`src/rtl/inst_ram_boot.sv`:
```
// rtl/inst_ram_boot.sv - loadable synchronous-read instruction RAM with byte-serial boot port
// Fetch is served with one cycle of latency in RUN; a boot load fills words little-endian and stalls fetch.
`timescale 1ns/1ps
module inst_ram_boot #(
  parameter int DATA_W = 16,
  parameter int ADDR_W = 16,
  parameter int DEPTH  = 256,
  parameter int CNT_W  = $clog2(DEPTH) + 1
) (
  input  logic              clk,
  input  logic              rst,
  input  logic              ce,
  input  logic [ADDR_W-1:0] addr,
  output logic [DATA_W-1:0] inst,
  output logic              inst_valid,
  output logic              busy,
  input  logic              boot_start,
  input  logic [CNT_W-1:0]  boot_words,
  input  logic [7:0]        byte_in,
  input  logic              byte_valid,
  output logic              byte_ready,
  output logic              boot_done
);
  localparam int IDX_W = $clog2(DEPTH);

  typedef enum logic [1:0] {
    RUN     = 2'd0,
    LOAD_LO = 2'd1,
    LOAD_HI = 2'd2
  } state_t;

  state_t            state;
  state_t            state_nx;
  logic [DATA_W-1:0] mem [DEPTH];
  logic [IDX_W-1:0]  wr_ptr;
  logic [CNT_W-1:0]  count;
  logic [7:0]        lo_byte;
  logic              start_load;
  logic              start_empty;
  logic              take_lo;
  logic              take_hi;
  logic              last_word;
  logic [CNT_W-1:0]  words_clamped;
  logic [IDX_W-1:0]  rd_idx;
  logic              out_of_range;

  assign words_clamped = (boot_words > CNT_W'(DEPTH)) ? CNT_W'(DEPTH) : boot_words;
  assign last_word     = (CNT_W'(wr_ptr) == count - CNT_W'(1));
  assign rd_idx        = addr[IDX_W:1];
  // Any address bit above the word index selects outside the RAM.
  assign out_of_range  = ((addr >> (IDX_W + 1)) != '0);
  assign busy          = (state != RUN);
  assign byte_ready    = busy;

  always_ff @(posedge clk or negedge rst) begin
    if (!rst) begin
      state <= RUN;
    end else begin
      state <= state_nx;
    end
  end

  always_comb begin
    state_nx    = state;
    start_load  = 1'b0;
    start_empty = 1'b0;
    take_lo     = 1'b0;
    take_hi     = 1'b0;
    case (state)
      RUN: begin
        if (boot_start) begin
          if (boot_words != '0) begin
            start_load = 1'b1;
            state_nx   = LOAD_LO;
          end else begin
            start_empty = 1'b1;
          end
        end
      end
      LOAD_LO: begin
        if (byte_valid) begin
          take_lo  = 1'b1;
          state_nx = LOAD_HI;
        end
      end
      LOAD_HI: begin
        if (byte_valid) begin
          take_hi  = 1'b1;
          state_nx = last_word ? RUN : LOAD_LO;
        end
      end
      default: state_nx = RUN;
    endcase
  end

  always_ff @(posedge clk or negedge rst) begin
    if (!rst) begin
      wr_ptr     <= '0;
      count      <= '0;
      lo_byte    <= '0;
      boot_done  <= 1'b0;
      inst       <= '0;
      inst_valid <= 1'b0;
    end else begin
      boot_done <= start_empty | (take_hi & last_word);
      if (start_load) begin
        wr_ptr <= '0;
        count  <= words_clamped;
      end else if (take_hi) begin
        wr_ptr <= wr_ptr + IDX_W'(1);
      end
      if (take_lo) begin
        lo_byte <= byte_in;
      end
      if (state == RUN && ce) begin
        inst_valid <= 1'b1;
        inst       <= out_of_range ? '0 : mem[rd_idx];
      end else begin
        inst_valid <= 1'b0;
        inst       <= '0;
      end
    end
  end

  // RAM contents survive reset so a partial load keeps its finished words.
  always_ff @(posedge clk) begin
    if (take_hi) begin
      mem[wr_ptr] <= DATA_W'({byte_in, lo_byte});
    end
  end
endmodule

```
`config.mk`:
```
export PLATFORM = sky130hd
export DESIGN_NAME = inst_ram_boot
export DESIGN_NICKNAME = d
export VERILOG_FILES = /design/src/rtl/inst_ram_boot.sv
export SDC_FILE = /design/constraint.sdc
export NUM_CORES = 2
export LEC_CHECK = 0
export ABC_CLOCK_PERIOD_IN_PS = 5750
export BUFFER_PORTS_ARGS = -buffer_cell sky130_fd_sc_hd__clkbuf_2
export CAP_MARGIN = 20
export CORE_MARGIN = 2
export CORE_UTILIZATION = 25
export DETAILED_ROUTE_END_ITERATION = 10
export PLACE_DENSITY_LB_ADDON = 0.08
export SLEW_MARGIN = 15
export SYNTH_ARGS = -nofsm -noshare
export SYNTH_HDL_FRONTEND = slang
export SYNTH_SLANG_ARGS = --single-unit
```
`constraint.sdc`:
```
create_clock -name clk -period 5.75 [get_ports clk]
set_clock_uncertainty 0.05 [all_clocks]
set_input_delay 0.575 -clock clk [delete_from_list [all_inputs] [get_ports clk]]
set_output_delay 0.575 -clock clk [all_outputs]
set_load 0.02 [all_outputs]
```
==> run_results.csv <==
group,metric,value,unit
yosys,synth-edff-count,4096,
critical_path,path_cells,"nand2b_1 > nor2_2 > nand3_2 > nor2_1 > buf_4",
final_layout,final_cell_mix,"edfxtp_1, mux4_2, mux2i_1, clkbuf_16, buf_4",
yosys,synth.distinct_cells,84,
timing,final_hold_viol_count,0,
min_path,worst_hold_path_type,"input pin to flop",
critical_path,critPathRequiredTime,6.41,ns
final_layout,finalInstanceArea,191000,um^2
min_path,min_path_cells,3,
power_and_ir_drop,irDropWorstVdd,409,uV
routing,via_per_inst,4.73,
floorplanning,rows,294,
routing,vias,81800,
global_routing,grt_pass1_vias,83200,
outcome,status,"completed",
yosys,syn-num-nets,7658,
floorplanning,ioPinCount,58,
critical_path,startpoint_type,"flop",
critical_path,path_delay_family,"simple AND/OR/NAND/NOR gates",
timing,finalMaxSlewViolations,0,
critical_path,critPathMaxFanout,15,
timing,setup_viol,0,
routing,drtPass1Iterations,6,
routing,drc,0,
global_routing,overflow,0,
power_and_ir_drop,power.density,377,nW/um^2
floorplanning,core,642000,um^2
final_layout,drive_above_1_share,0.276,
global_routing,grt_pass1_wl,779000,um
timing,tightest_slew,1.34,ns
routing,drtIter0Drc,8548,
global_routing,track_usage,0.176,
place,routabilityCongestion,0.775,
timing,tns,0,ns
timing,fin_crit,4.50,ns
cts,cts.path.max_buffers,4,
yosys,syn_avg_cell_area,21.1,um^2
cts,cts.sinks,4141,
timing,rsz0062_at_grt,"false",
routing,drt_wl_total,586000,um
cts,clk_latency,1.06,ns
global_routing,antenna_found_initial,72,
yosys,synth_async_sr_flop_share,0.0109,
cts,cts_max_level,5,
place,dpl.cell_count,16300,
cts,clk_pin_slew_worst_paths,0.06,ns
final_layout,final_cells,17300,
critical_path,path_depth,5,
yosys,synth_seq_cells,4141,
yosys,syn_area,161000,um^2
critical_path,ff2ff_path_depth,5,
run,drv_cap,0,
cts,cts_buffers,475,
yosys,yosysSeqAreaShare,0.771,
final_layout,syn2layout_area_growth,18.5,%
floorplanning,die_x,807,um
cts,post_cts_buffers,0,
routing,ant_nets,0,
floorplanning,die-area,651000,um^2
place,place_hpwl,364000,um
floorplanning,die_h,807,um
critical_path,cpPeakStageDelay,1.08,ns
timing,fin_crit_sh,0.783,
yosys,ys_warn_count,0,
critical_path,crit_type,"flop to flop",
routing,routedWlPerCell,33.9,um
critical_path,cp_data_arrival_time,5.17,ns
yosys,synth_flop_cell,"edfxtp_1",
place,portBuffers,56,
timing,max_freq,222,MHz
cts,cts_tree,"built",
cts,cts_root_buf,"clkbuf_16",
critical_path,cp_slowest_cell,"nand3_2",
critical_path,crit_buf_inv,1,
place,place_area,175000,um^2
critical_path,endpoint_kind,"flop",
timing,maxSlewHeadroom,0.105,
yosys,postSynthCellCount,7615,
final_layout,final_common_cell,"edfxtp_1",
power_and_ir_drop,p_leak,0.0594,uW
floorplanning,initial_utilization,0.251,
global_routing,grt_max_degree,162,
final_layout,nets,8315,
## cell type report
cell class | instances | area (um^2)
clock inverter | 290 | 2810
antenna | 25 | 62.6
sequential | 4141 | 124000
tap | 8584 | 10700
clock buffer | 596 | 12400
inverter | 11 | 53.8
timing repair buffer | 643 | 5850
multi-input combinational | 3000 | 34800
fill | 62600 | 451000
## cell families after synthesis
logic type               after synthesis  synth area share
AO/OA/AOI/OAI                        770            0.0340
buffers and inverters                474            0.0203
flip-flops                          4141             0.771
adder cells (fa/ha/maj)                5          0.000388
XOR/XNOR                              19           0.00103
multiplexers                        1371             0.150
AND/OR/NAND/NOR                      835            0.0231
## synthesized netlist by cell type (all sizes together) (11+ instances only)
master	number	area share
a211oi	20	0.00093
a21oi	125	0.0039
a221oi	20	0.0011
a22oi	56	0.0026
a31oi	21	0.00082
and2	24	0.00093
buf	304	0.016
clkbuf	159	0.0037
dfrtp	45	0.0070
edfxtp	4096	0.76
inv	11	0.00026
mux2	26	0.0018
mux2i	515	0.032
mux4	830	0.12
nand2	163	0.0038
nand2b	11	0.00043
nand3	74	0.0023
nand3b	13	0.00063
nand4	26	0.0010
nor2	395	0.0092
nor2b	19	0.00074
nor3	58	0.0018
nor4	21	0.00082
o211ai	12	0.00056
o21ai	88	0.0027
o221ai	189	0.010
o22ai	129	0.0050
## routing by layer
| metal | vias up | track usage | routed length [um] |
|---|---|---|---|
| li1 | 33500 | - | - |
| met1 | 45400 | 0.246 | 264000 |
| met2 | 2283 | 0.290 | 279000 |
| met3 | 602 | 0.0263 | 29500 |
| met4 | 8 | 0.0386 | 14200 |
| met5 | - | 0 | 54 |
## state kept, by name (all words and copies together), names as in the netlist
register,flops
boot_done,1
count,9
inst,16
inst_valid,1
lo_byte,8
mem,4096
state,2
wr_ptr,8
## path summary, 6_finish.rpt
check	from	to	slack [ns]
min reg2reg	state[0]	inst_valid	0.51
max reg2reg	state[0]	mem[82][11]	1.25
max in group asynchronous	rst	lo_byte[1]	3.31
min in group asynchronous	rst	inst[5]	0.58
max	state[0]	mem[82][11]	1.25
min	byte_valid	state[1]	0.25
## report_power, final
part	internal, uW	switching, uW
clock network	17300	12700
logic	1370	4540
registers	35600	529
## tightest hold or removal path, stage by stage
cell	delay (ns)
dlygate4sd3_1	0.53
clkbuf_2	0.12
o21ai_0	0.08
## per-stage QoR
| stage | util | worst slack [ns] | total power (uW) | hold slack [ns] |
|---|---|---|---|---|
| final | 0.298 | 1.25 | 72000 | 0.246 |
| after global placement | 0.273 | 0.831 | 42600 | 0.460 |
| after global routing | 0.297 | 1.14 | 74400 | 0.199 |
| after detailed placement | 0.273 | 0.993 | 42800 | 0.457 |
| after floorplan | - | 1.72 | 39700 | 0.229 |
| after CTS | 0.297 | 1.27 | 73000 | 0.127 |
## timing repair
action	CTS	global route
endpoints found under the hold margin	357	0
gates resized for setup	0	0
hold buffers	39	0
endpoints found under the setup margin	0	0
No activity file was read; power rests on OpenSTA's default activity.
